`config.mk`:
```
export PLATFORM = sky130hd
export DESIGN_NAME = tmboc_corr_dump_flat
export DESIGN_NICKNAME = d
export VERILOG_FILES = /design/src/rtl/tmboc_corr_dump_if.sv /design/src/rtl/tmboc_corr_dump.sv /design/src/flat_wrapper.sv
export SDC_FILE = /design/constraint.sdc
export NUM_CORES = 2
export LEC_CHECK = 0
export ABC_AREA = 1
export CAP_MARGIN = 20
export CORE_AREA = 3 3 247 249
export CTS_CLUSTER_DIAMETER = 80
export DETAILED_ROUTE_END_ITERATION = 16
export DIE_AREA = 0 0 250 252
export PLACE_DENSITY_LB_ADDON = 0.2
export SLEW_MARGIN = 20
export SYNTH_ARGS = -nofsm -noshare
export SYNTH_HDL_FRONTEND = slang
export SYNTH_SLANG_ARGS = --single-unit
```
`constraint.sdc`:
```
create_clock -name rx_clk -period 15.15 [get_ports rx_clk]
set_clock_uncertainty 0.05 [all_clocks]
set_input_delay 4.545 -clock rx_clk [delete_from_list [all_inputs] [get_ports rx_clk]]
set_output_delay 4.545 -clock rx_clk [all_outputs]
set_load 0.03 [all_outputs]
```
`src/rtl/tmboc_corr_dump_if.sv`:
```
// Sample/replica inputs and dump outputs of the TMBOC integrate-and-dump correlator.
// Handshake: a dump is offered while tx_corr_valid is high and is consumed on the first
// clock edge that samples rx_corr_ack high; ack is ignored while valid is low.
interface tmboc_corr_dump_if #(
  parameter int SRC_WIDTH  = 16,
  parameter int CORR_WIDTH = 32
);
  logic                         rx_trk_rst;
  logic signed [SRC_WIDTH-1:0]  rx_src_real;
  logic signed [SRC_WIDTH-1:0]  rx_src_imag;
  logic                         rx_loc_tmbocE;
  logic                         rx_loc_tmbocP;
  logic                         rx_loc_tmbocL;
  logic                         rx_prn_sop;
  logic                         rx_corr_ack;
  logic signed [CORR_WIDTH-1:0] tx_corr_ie;
  logic signed [CORR_WIDTH-1:0] tx_corr_qe;
  logic signed [CORR_WIDTH-1:0] tx_corr_ip;
  logic signed [CORR_WIDTH-1:0] tx_corr_qp;
  logic signed [CORR_WIDTH-1:0] tx_corr_il;
  logic signed [CORR_WIDTH-1:0] tx_corr_ql;
  logic                         tx_corr_valid;
  logic                         tx_corr_overrun;
  logic                         tx_corr_sat;
  logic [7:0]                   tx_dump_cnt;

  modport master (
    output rx_trk_rst, rx_src_real, rx_src_imag, rx_loc_tmbocE, rx_loc_tmbocP,
           rx_loc_tmbocL, rx_prn_sop, rx_corr_ack,
    input  tx_corr_ie, tx_corr_qe, tx_corr_ip, tx_corr_qp, tx_corr_il, tx_corr_ql,
           tx_corr_valid, tx_corr_overrun, tx_corr_sat, tx_dump_cnt
  );

  modport slave (
    input  rx_trk_rst, rx_src_real, rx_src_imag, rx_loc_tmbocE, rx_loc_tmbocP,
           rx_loc_tmbocL, rx_prn_sop, rx_corr_ack,
    output tx_corr_ie, tx_corr_qe, tx_corr_ip, tx_corr_qp, tx_corr_il, tx_corr_ql,
           tx_corr_valid, tx_corr_overrun, tx_corr_sat, tx_dump_cnt
  );
endinterface

```
`src/rtl/tmboc_corr_dump.sv`:
```
// Integrate-and-dump correlator: six saturating E/P/L x I/Q accumulators dumped every
// DUMP_PERIODS PRN periods; the sop sample always opens the new integration.
module tmboc_corr_dump #(
  parameter int SRC_WIDTH    = 16,
  parameter int CORR_WIDTH   = 32,
  parameter int DUMP_PERIODS = 1
) (
  input  logic                  rx_clk,
  input  logic                  rx_rst,
  tmboc_corr_dump_if.slave      corr_if,
  output logic                  dbg_state_o
);
  typedef enum logic {S_WAIT_SOP = 1'b0, S_ACCUM = 1'b1} state_t;
  typedef logic signed [CORR_WIDTH-1:0] acc_t;
  localparam int         NACC = 6;
  localparam logic [7:0] DP_L = 8'(DUMP_PERIODS);

  state_t     state_q, state_d;
  logic [7:0] per_q, per_d;
  logic       sat_q, sat_d;
  acc_t       acc_q [NACC];
  acc_t       acc_d [NACC];
  acc_t       out_q [NACC];
  acc_t       out_d [NACC];
  acc_t       load_w [NACC];
  acc_t       sum_w [NACC];
  logic [NACC-1:0] ovf_w;
  logic       valid_q, valid_d, ovr_q, ovr_d, osat_q, osat_d;
  logic [7:0] cnt_q, cnt_d;
  logic       dump_w;
  logic [2:0] rep_w;

  assign rep_w = {corr_if.rx_loc_tmbocL, corr_if.rx_loc_tmbocP, corr_if.rx_loc_tmbocE};

  // Lane order: IE, QE, IP, QP, IL, QL. Negation is one bit wider so -(min) is exact.
  for (genvar g = 0; g < NACC; g++) begin : g_lane
    logic signed [SRC_WIDTH:0]  src_ext;
    logic signed [SRC_WIDTH:0]  prod;
    logic signed [CORR_WIDTH:0] wide;
    assign src_ext = (g % 2 == 0) ? {corr_if.rx_src_real[SRC_WIDTH-1], corr_if.rx_src_real}
                                  : {corr_if.rx_src_imag[SRC_WIDTH-1], corr_if.rx_src_imag};
    assign prod      = rep_w[g/2] ? src_ext : -src_ext;
    assign load_w[g] = {{(CORR_WIDTH-SRC_WIDTH-1){prod[SRC_WIDTH]}}, prod};
    assign wide      = {acc_q[g][CORR_WIDTH-1], acc_q[g]} + {load_w[g][CORR_WIDTH-1], load_w[g]};
    assign ovf_w[g]  = wide[CORR_WIDTH] != wide[CORR_WIDTH-1];
    assign sum_w[g]  = !ovf_w[g] ? wide[CORR_WIDTH-1:0]
                     : wide[CORR_WIDTH] ? {1'b1, {(CORR_WIDTH-1){1'b0}}}
                                        : {1'b0, {(CORR_WIDTH-1){1'b1}}};
  end

  always_comb begin
    state_d = state_q;
    per_d   = per_q;
    sat_d   = sat_q;
    acc_d   = acc_q;
    out_d   = out_q;
    valid_d = valid_q;
    ovr_d   = ovr_q;
    osat_d  = osat_q;
    cnt_d   = cnt_q;
    dump_w  = 1'b0;
    if (corr_if.rx_trk_rst) begin
      state_d = S_WAIT_SOP;
      per_d   = '0;
      sat_d   = 1'b0;
      for (int k = 0; k < NACC; k++) acc_d[k] = '0;
    end else begin
      case (state_q)
        S_WAIT_SOP: begin
          if (corr_if.rx_prn_sop) begin
            state_d = S_ACCUM;
            per_d   = 8'd1;
            sat_d   = 1'b0;
            acc_d   = load_w;
          end
        end
        default: begin
          if (corr_if.rx_prn_sop && per_q == DP_L) begin
            dump_w = 1'b1;
            out_d  = acc_q;
            osat_d = sat_q;
            cnt_d  = cnt_q + 8'd1;
            acc_d  = load_w;
            per_d  = 8'd1;
            sat_d  = 1'b0;
          end else begin
            acc_d = sum_w;
            sat_d = sat_q | (|ovf_w);
            if (corr_if.rx_prn_sop) per_d = per_q + 8'd1;
          end
        end
      endcase
    end
    // Overrun is raised only by a dump that lands on an unacked one; a plain ack clears it.
    if (dump_w) begin
      valid_d = 1'b1;
      if (valid_q && !corr_if.rx_corr_ack) ovr_d = 1'b1;
      else if (valid_q)                    ovr_d = 1'b0;
    end else if (valid_q && corr_if.rx_corr_ack) begin
      valid_d = 1'b0;
      ovr_d   = 1'b0;
    end
  end

  always_ff @(posedge rx_clk or posedge rx_rst) begin
    if (rx_rst) begin
      state_q <= S_WAIT_SOP;
      per_q   <= '0;
      sat_q   <= 1'b0;
      valid_q <= 1'b0;
      ovr_q   <= 1'b0;
      osat_q  <= 1'b0;
      cnt_q   <= '0;
      for (int k = 0; k < NACC; k++) begin
        acc_q[k] <= '0;
        out_q[k] <= '0;
      end
    end else begin
      state_q <= state_d;
      per_q   <= per_d;
      sat_q   <= sat_d;
      valid_q <= valid_d;
      ovr_q   <= ovr_d;
      osat_q  <= osat_d;
      cnt_q   <= cnt_d;
      for (int k = 0; k < NACC; k++) begin
        acc_q[k] <= acc_d[k];
        out_q[k] <= out_d[k];
      end
    end
  end

  assign corr_if.tx_corr_ie      = out_q[0];
  assign corr_if.tx_corr_qe      = out_q[1];
  assign corr_if.tx_corr_ip      = out_q[2];
  assign corr_if.tx_corr_qp      = out_q[3];
  assign corr_if.tx_corr_il      = out_q[4];
  assign corr_if.tx_corr_ql      = out_q[5];
  assign corr_if.tx_corr_valid   = valid_q;
  assign corr_if.tx_corr_overrun = ovr_q;
  assign corr_if.tx_corr_sat     = osat_q;
  assign corr_if.tx_dump_cnt     = cnt_q;
  assign dbg_state_o             = state_q;
endmodule

```
`src/flat_wrapper.sv`:
```
// flat-port wrapper written by rule: the top's interface ports become plain ports
module tmboc_corr_dump_flat 
#(
  parameter int SRC_WIDTH    = 16,
  parameter int CORR_WIDTH   = 32,
  parameter int DUMP_PERIODS = 1
)
  (rx_clk, rx_rst, dbg_state_o, corr_if_rx_trk_rst, corr_if_rx_src_real, corr_if_rx_src_imag, corr_if_rx_loc_tmbocE, corr_if_rx_loc_tmbocP, corr_if_rx_loc_tmbocL, corr_if_rx_prn_sop, corr_if_rx_corr_ack, corr_if_tx_corr_ie, corr_if_tx_corr_qe, corr_if_tx_corr_ip, corr_if_tx_corr_qp, corr_if_tx_corr_il, corr_if_tx_corr_ql, corr_if_tx_corr_valid, corr_if_tx_corr_overrun, corr_if_tx_corr_sat, corr_if_tx_dump_cnt);
  tmboc_corr_dump_if #(.SRC_WIDTH(SRC_WIDTH), .CORR_WIDTH(CORR_WIDTH)) corr_if_i ();
  input  logic rx_clk;
  input  logic rx_rst;
  output logic dbg_state_o;
  input wire logic [$bits(corr_if_i.rx_trk_rst)-1:0] corr_if_rx_trk_rst;
  input wire logic [$bits(corr_if_i.rx_src_real)-1:0] corr_if_rx_src_real;
  input wire logic [$bits(corr_if_i.rx_src_imag)-1:0] corr_if_rx_src_imag;
  input wire logic [$bits(corr_if_i.rx_loc_tmbocE)-1:0] corr_if_rx_loc_tmbocE;
  input wire logic [$bits(corr_if_i.rx_loc_tmbocP)-1:0] corr_if_rx_loc_tmbocP;
  input wire logic [$bits(corr_if_i.rx_loc_tmbocL)-1:0] corr_if_rx_loc_tmbocL;
  input wire logic [$bits(corr_if_i.rx_prn_sop)-1:0] corr_if_rx_prn_sop;
  input wire logic [$bits(corr_if_i.rx_corr_ack)-1:0] corr_if_rx_corr_ack;
  output wire logic [$bits(corr_if_i.tx_corr_ie)-1:0] corr_if_tx_corr_ie;
  output wire logic [$bits(corr_if_i.tx_corr_qe)-1:0] corr_if_tx_corr_qe;
  output wire logic [$bits(corr_if_i.tx_corr_ip)-1:0] corr_if_tx_corr_ip;
  output wire logic [$bits(corr_if_i.tx_corr_qp)-1:0] corr_if_tx_corr_qp;
  output wire logic [$bits(corr_if_i.tx_corr_il)-1:0] corr_if_tx_corr_il;
  output wire logic [$bits(corr_if_i.tx_corr_ql)-1:0] corr_if_tx_corr_ql;
  output wire logic [$bits(corr_if_i.tx_corr_valid)-1:0] corr_if_tx_corr_valid;
  output wire logic [$bits(corr_if_i.tx_corr_overrun)-1:0] corr_if_tx_corr_overrun;
  output wire logic [$bits(corr_if_i.tx_corr_sat)-1:0] corr_if_tx_corr_sat;
  output wire logic [$bits(corr_if_i.tx_dump_cnt)-1:0] corr_if_tx_dump_cnt;
  assign corr_if_i.rx_trk_rst = corr_if_rx_trk_rst;
  assign corr_if_i.rx_src_real = corr_if_rx_src_real;
  assign corr_if_i.rx_src_imag = corr_if_rx_src_imag;
  assign corr_if_i.rx_loc_tmbocE = corr_if_rx_loc_tmbocE;
  assign corr_if_i.rx_loc_tmbocP = corr_if_rx_loc_tmbocP;
  assign corr_if_i.rx_loc_tmbocL = corr_if_rx_loc_tmbocL;
  assign corr_if_i.rx_prn_sop = corr_if_rx_prn_sop;
  assign corr_if_i.rx_corr_ack = corr_if_rx_corr_ack;
  assign corr_if_tx_corr_ie = corr_if_i.tx_corr_ie;
  assign corr_if_tx_corr_qe = corr_if_i.tx_corr_qe;
  assign corr_if_tx_corr_ip = corr_if_i.tx_corr_ip;
  assign corr_if_tx_corr_qp = corr_if_i.tx_corr_qp;
  assign corr_if_tx_corr_il = corr_if_i.tx_corr_il;
  assign corr_if_tx_corr_ql = corr_if_i.tx_corr_ql;
  assign corr_if_tx_corr_valid = corr_if_i.tx_corr_valid;
  assign corr_if_tx_corr_overrun = corr_if_i.tx_corr_overrun;
  assign corr_if_tx_corr_sat = corr_if_i.tx_corr_sat;
  assign corr_if_tx_dump_cnt = corr_if_i.tx_dump_cnt;
  tmboc_corr_dump #(.SRC_WIDTH(SRC_WIDTH), .CORR_WIDTH(CORR_WIDTH), .DUMP_PERIODS(DUMP_PERIODS)) u_core (.rx_clk(rx_clk), .rx_rst(rx_rst), .corr_if(corr_if_i), .dbg_state_o(dbg_state_o));
endmodule
```
**Yosys cells after proc, flatten, opt, wreduce, memory -nomap -nowiden**

Cells that the tools add are included.

- Reduce and logical (&&, ||, !) cells: 11
- Muxes and demuxes: 42
- Bitwise gates (word level): 2
- Add/subtract/negate cells: 10
- Equality and inequality tests: 8

Operator list:

| operator | number |
|---|---|
| $mux W192 | 4 |
| $mux W32 | 12 |
| $add A32 B17 Y33 | 6 |
| $mux W17 | 6 |
| $mux W8 | 5 |
| $neg A16 Y17 | 2 |
| $add A8 B1 Y8 const B | 2 |
| $mux W1 | 15 |
| $eq A8 B1 Y1 const B | 1 |
| $ne A1 B1 Y1 | 6 |
| $reduce_bool A3 Y1 | 2 |
| $reduce_or A6 Y1 | 1 |
| $reduce_and A2 Y1 | 2 |
| $logic_and A1 B1 Y1 | 3 |
| $ne A3 B2 Y1 const B | 1 |
| $reduce_and A3 Y1 | 1 |
| $reduce_bool A2 Y1 | 1 |
| $logic_not A1 Y1 | 1 |
| $not A1 Y1 | 1 |
| $or A1 B1 Y1 | 1 |

- Bits in registers: 405
- Input bits: 40
- Output and inout bits: 204

**Depth between registers and ports, before layout**

- Depth after elaboration: 9
- Depth in mapped cells: 29
- Mapped depth without buffers: 28

**Worst setup path after synthesis**

No wires, ideal clock.

- Path type: input to register
- Start: in corr_if_rx_src_imag[0]
- End: reg u_core.acc_q[2] (netlist bit)
- Stages: 24
- Library setup time: 120 ps
- Arrival time: 8645 ps
- Path slack: 6335 ps
- Path through: inv_1 > ha_1 > nor3b_2 > nand2_1 > nor2_4 > nand3_2 > o31ai_4 > a21oi_1 > ha_1 > nand2_1 > nor2_1 > inv_1 > nor4_1 > nand2_1 > nand2_1 > nand2_1 > nand3_1 > xor2_1 > inv_1 > ha_1 > clkinv_1 > clkbuf_1 > o21ai_0 > a31o_2

- Longest elaborated chain between the ends: 8

Ends and longest elaborated chain:

| element | RTL line | source |
|---|---|---|
| start, declared | flat_wrapper.sv:15 | `input wire logic [$bits(corr_if_i.rx_src_imag)-1:0] corr_if_rx_src_imag;` |
| $neg A16 Y17 | tmboc_corr_dump.sv:42 | `assign prod = rep_w[g/2] ? src_ext : -src_ext;` |
| $mux W17 (*) | tmboc_corr_dump.sv:42 |  |
| $add A32 B17 Y33 | tmboc_corr_dump.sv:44 | `assign wide = {acc_q[g][CORR_WIDTH-1], acc_q[g]} + {load_w[g][CORR_WIDTH-1], load_w[g]};` |
| $mux W32 or $ne A1 B1 Y1 (tied branches) | tmboc_corr_dump.sv:47, tmboc_corr_dump.sv:45 |  |
| $mux W32 | tmboc_corr_dump.sv:46 | `assign sum_w[g] = !ovf_w[g] ? wide[CORR_WIDTH-1:0]` |
| $mux W192 | tmboc_corr_dump.sv:78 | `if (corr_if.rx_prn_sop && per_q == DP_L) begin` |
| $mux W192 (*) | tmboc_corr_dump.sv:68 | `case (state_q)` |
| $mux W192 (*) | tmboc_corr_dump.sv:62 | `if (corr_if.rx_trk_rst) begin` |
| end signal, assigned by index | tmboc_corr_dump.sv:127 | `acc_q[k] <= acc_d[k];` |
| end, declared | tmboc_corr_dump.sv:21 | `acc_t acc_q [NACC];` |

Mark *: on every way between the ends. The rest lies on a longest branch, timed or not. The select of a mux whose other input is x is not followed.
A chain may end at the register's enable or synchronous reset.

**Worst setup path after layout**

- Start: in corr_if_rx_src_real[0]
- End: reg u_core.acc_q[48] (netlist bit)

- Longest elaborated chain between the ends: 8

Ends and longest elaborated chain:

| element | RTL line | source |
|---|---|---|
| start, declared | flat_wrapper.sv:14 | `input wire logic [$bits(corr_if_i.rx_src_real)-1:0] corr_if_rx_src_real;` |
| $neg A16 Y17 | tmboc_corr_dump.sv:42 |  |
| $mux W17 (*) | tmboc_corr_dump.sv:42 |  |
| $add A32 B17 Y33 | tmboc_corr_dump.sv:44 |  |
| $mux W32 or $ne A1 B1 Y1 (tied branches) | tmboc_corr_dump.sv:47, tmboc_corr_dump.sv:45 |  |
| $mux W32 | tmboc_corr_dump.sv:46 |  |
| $mux W192 | tmboc_corr_dump.sv:78 |  |
| $mux W192 (*) | tmboc_corr_dump.sv:68 |  |
| $mux W192 (*) | tmboc_corr_dump.sv:62 |  |

Marked as above.

==> out/metrics.cfg <==
[run_status]
status = completed

[final_layout]
syn_to_final_growth_pct = 14.2
layout_common_cells = 2,143 x nand2_1, 487 x inv_1, 405 x dfrtp_1
drive_gt1_share_pct = 3.43
fin_nets = 5449
fill_cells = 5678
final_common_cell = nand2_1

[synthesis]
synth-compound-area-share_pct = 12.3
yosysSeqAreaShare_pct = 31.4
synth_area_leaders = dfrtp_1 31%, nand2_1 25%, ha_1 8.5%, inv_1 5.7%, nand3_1 5.2%
synthDistinctLibCells = 57
synthArstFlopShare_pct = 100
muxShareOfSynthArea_pct = 0
syn-cell-area_mm2 = 0.0323
synth_top_flop_cell = dfrtp_1
synth_cells = 5020
synthAdderAreaFrac_pct = 8.86
synth_edf_count = 0
yosysTopAreaCell = dfrtp_1
synth_area_per_cell_um2 = 6.43
syn_nets = 5285
synth_top_family_by_area = simple AND/OR/NAND/NOR gates
ys_ff_latch = 405
synth-xor-area-share_pct = 2.14
yosysTopAreaCellShare_pct = 31.4
synth-warning-count = 0
synth-simple-area-share_pct = 37.2

[critical_path]
crit_path_top_delay_cell = ha_1
path_buf_inv = 5
cp_common_cell = nand2_1
worstPathMaxFanout = 21
crit_family = simple AND/OR/NAND/NOR gates
crit_type = primary input to register
arrival_ns = 10.91
cpPeakStageDelay_ns = 0.76
worst_setup_path_end_kind = register
startpoint_type = primary input
worstPathRequired_ns = 15.65

[placement]
hpwlAfterDp_mm = 79.4
gp_congestion = 1.02
io_buffer_count = 243

[flow_run]
maxCapViolCount = 0

[floorplan]
die-area_mm2 = 0.0630
die_w_um = 250
initial_utilization_pct = 54.8
ios = 244
fp-row-count = 89
die_h_um = 252
design.core.area_mm2 = 0.0589

[clocking]
cts-root-buf = clkbuf_16
clockBufferDepth = 3
cts.repair.resized = 0
cts_setup_buffers = 0
ctsHoldBuffers = 0
cts_tree = done
cts.reportedPaths.clkPinSlew_ns = 0.06
cts_num_sinks = 405
numCtsBuffers = 48
cts_htree_levels = 2
clkLatencyLatePin_ns = 0.61

[routing]
via_count = 33300
via_per_inst = 5.55
avgRoutedWirePerCell_um = 17.9
drcViolationCount = 0
first_iter_violations = 2801
drt-pass1-iter-count = 7
ant_nets = 0
wirelength_mm = 108

[global_route]
grt_usage_pct = 33.3
grt_max_degree = 168
grt_pass1_wl_mm = 169
grt_pass1_vias = 30800
antenna_found_initial = 13
grt-ovfl-total = 0

[pwr]
powerDensity_mw_per_mm2 = 145
finalPower_mw = 5.33
leakage_nw = 20.0
peakVddDrop_v = 0.000101

[timing]
hold_violations = 0
worst_slew_margin_rel_pct = 25.5
worst_pin_slew_ns = 1.12
post-route-period-util_pct = 68.7
rsz0062_at_grt = false
min_period_ns = 10.41
report.final.slew_viol_count = 0
tns_ns = 0
fin_hold_ws_ns = 0.421
fmax_mhz = 96.0
setup_viol = 0

[min_path]
min-delay-path-class = register to register

[registers in the layout (all words and copies together), names as in the netlist, 8 cells and up]
register	cells
u_core.corr_if.tx_corr_ip	32
u_core.per_q	8
u_core.corr_if.tx_dump_cnt	8
u_core.corr_if.tx_corr_il	32
u_core.corr_if.tx_corr_qe	32
u_core.corr_if.tx_corr_ql	32
u_core.corr_if.tx_corr_ie	32
u_core.acc_q	192
u_core.corr_if.tx_corr_qp	32
[power breakdown]
| part | switching (mW) | total (mW) | internal (mW) |
|---|---|---|---|
| registers | 0.183 | 1.49 | 1.31 |
| logic | 1.74 | 2.61 | 0.871 |
| clock network | 0.491 | 1.23 | 0.737 |
[path summary, 6_finish.rpt]
path | slack (ns) | cells after the start | from | end
min in group asynchronous | 4.39 | 2 | rx_rst | u_core.corr_if.tx_corr_ie[7]$_DFFE_PP0P_
max reg2reg | 10.44 | 20 | u_core.acc_q[36]$_DFFE_PP0P_ | u_core.acc_q[48]$_DFFE_PP0P_
max in group asynchronous | 8.52 | 4 | rx_rst | u_core.corr_if.tx_corr_il[23]$_DFFE_PP0P_
min | 0.42 | 1 | u_core.corr_if.tx_corr_valid$_DFFE_PP0P_ | u_core.corr_if.tx_corr_overrun$_DFFE_PP0P_
min reg2reg | 0.42 | 1 | u_core.corr_if.tx_corr_valid$_DFFE_PP0P_ | u_core.corr_if.tx_corr_overrun$_DFFE_PP0P_
max | 4.74 | 26 | corr_if_rx_src_real[0] | u_core.acc_q[48]$_DFFE_PP0P_
[metrics by stage]
step	std cells	setup slack (ns)	area (um^2)	utilization, %
after detailed placement	5907	4.28	35200	59.7
after global routing	5994	4.22	36800	62.5
after global placement	5907	4.31	35200	59.7
final	5998	4.74	36900	62.6
after CTS	5991	4.88	36800	62.5
after floorplan	5020	5.10	32300	-
[kinds of logic after synthesis]
| group | after synthesis |
|---|---|
| and+or+nand+nor | 2951 |
| AOI/OAI and AO/OA | 709 |
| buffers and inverters | 652 |
| DFF | 405 |
| adders and majority gates | 225 |
| xor gates and xnor gates | 78 |
[cell usage after synthesis (8+ instances only)]
master / number
nand2_1: 2143
inv_1: 488
dfrtp_1: 405
nand3_1: 335
nor2_1: 300
o21ai_0: 292
a21oi_1: 265
ha_1: 219
clkbuf_1: 81
a22oi_1: 61
xor2_1: 57
buf_2: 47
nand4_1: 45
nor3_1: 27
o211ai_1: 21
o21bai_1: 20
xnor2_1: 20
nand2_2: 19
nand3b_1: 17
and2_1: 15
buf_4: 15
nor4_1: 13
o21ai_2: 11
nor2_2: 9
or2_2: 8
[cell type report]
| cell class | count | area, um^2 | area share (%) |
|---|---|---|---|
| flip-flops and latches | 405 | 10100 | 27.5 |
| well taps | 773 | 967 | 2.62 |
| inverters | 500 | 1890 | 5.12 |
| diodes | 7 | 17.5 | 0.0475 |
| repair buffers | 266 | 2650 | 7.18 |
| clock inverters | 22 | 320 | 0.869 |
| clock buffers | 62 | 1330 | 3.60 |
| multi-input cells | 3963 | 19600 | 53.1 |
[metal layers]
| layer | global-route usage (%) | routed length [um] |
|---|---|---|
| met1 | 46.3 | 48200 |
| met3 | 5.55 | 7840 |
| met2 | 53.7 | 48300 |
| met4 | 9.72 | 3190 |
| met5 | 0 | 84 |
Power figures use the tool's default switching activity.
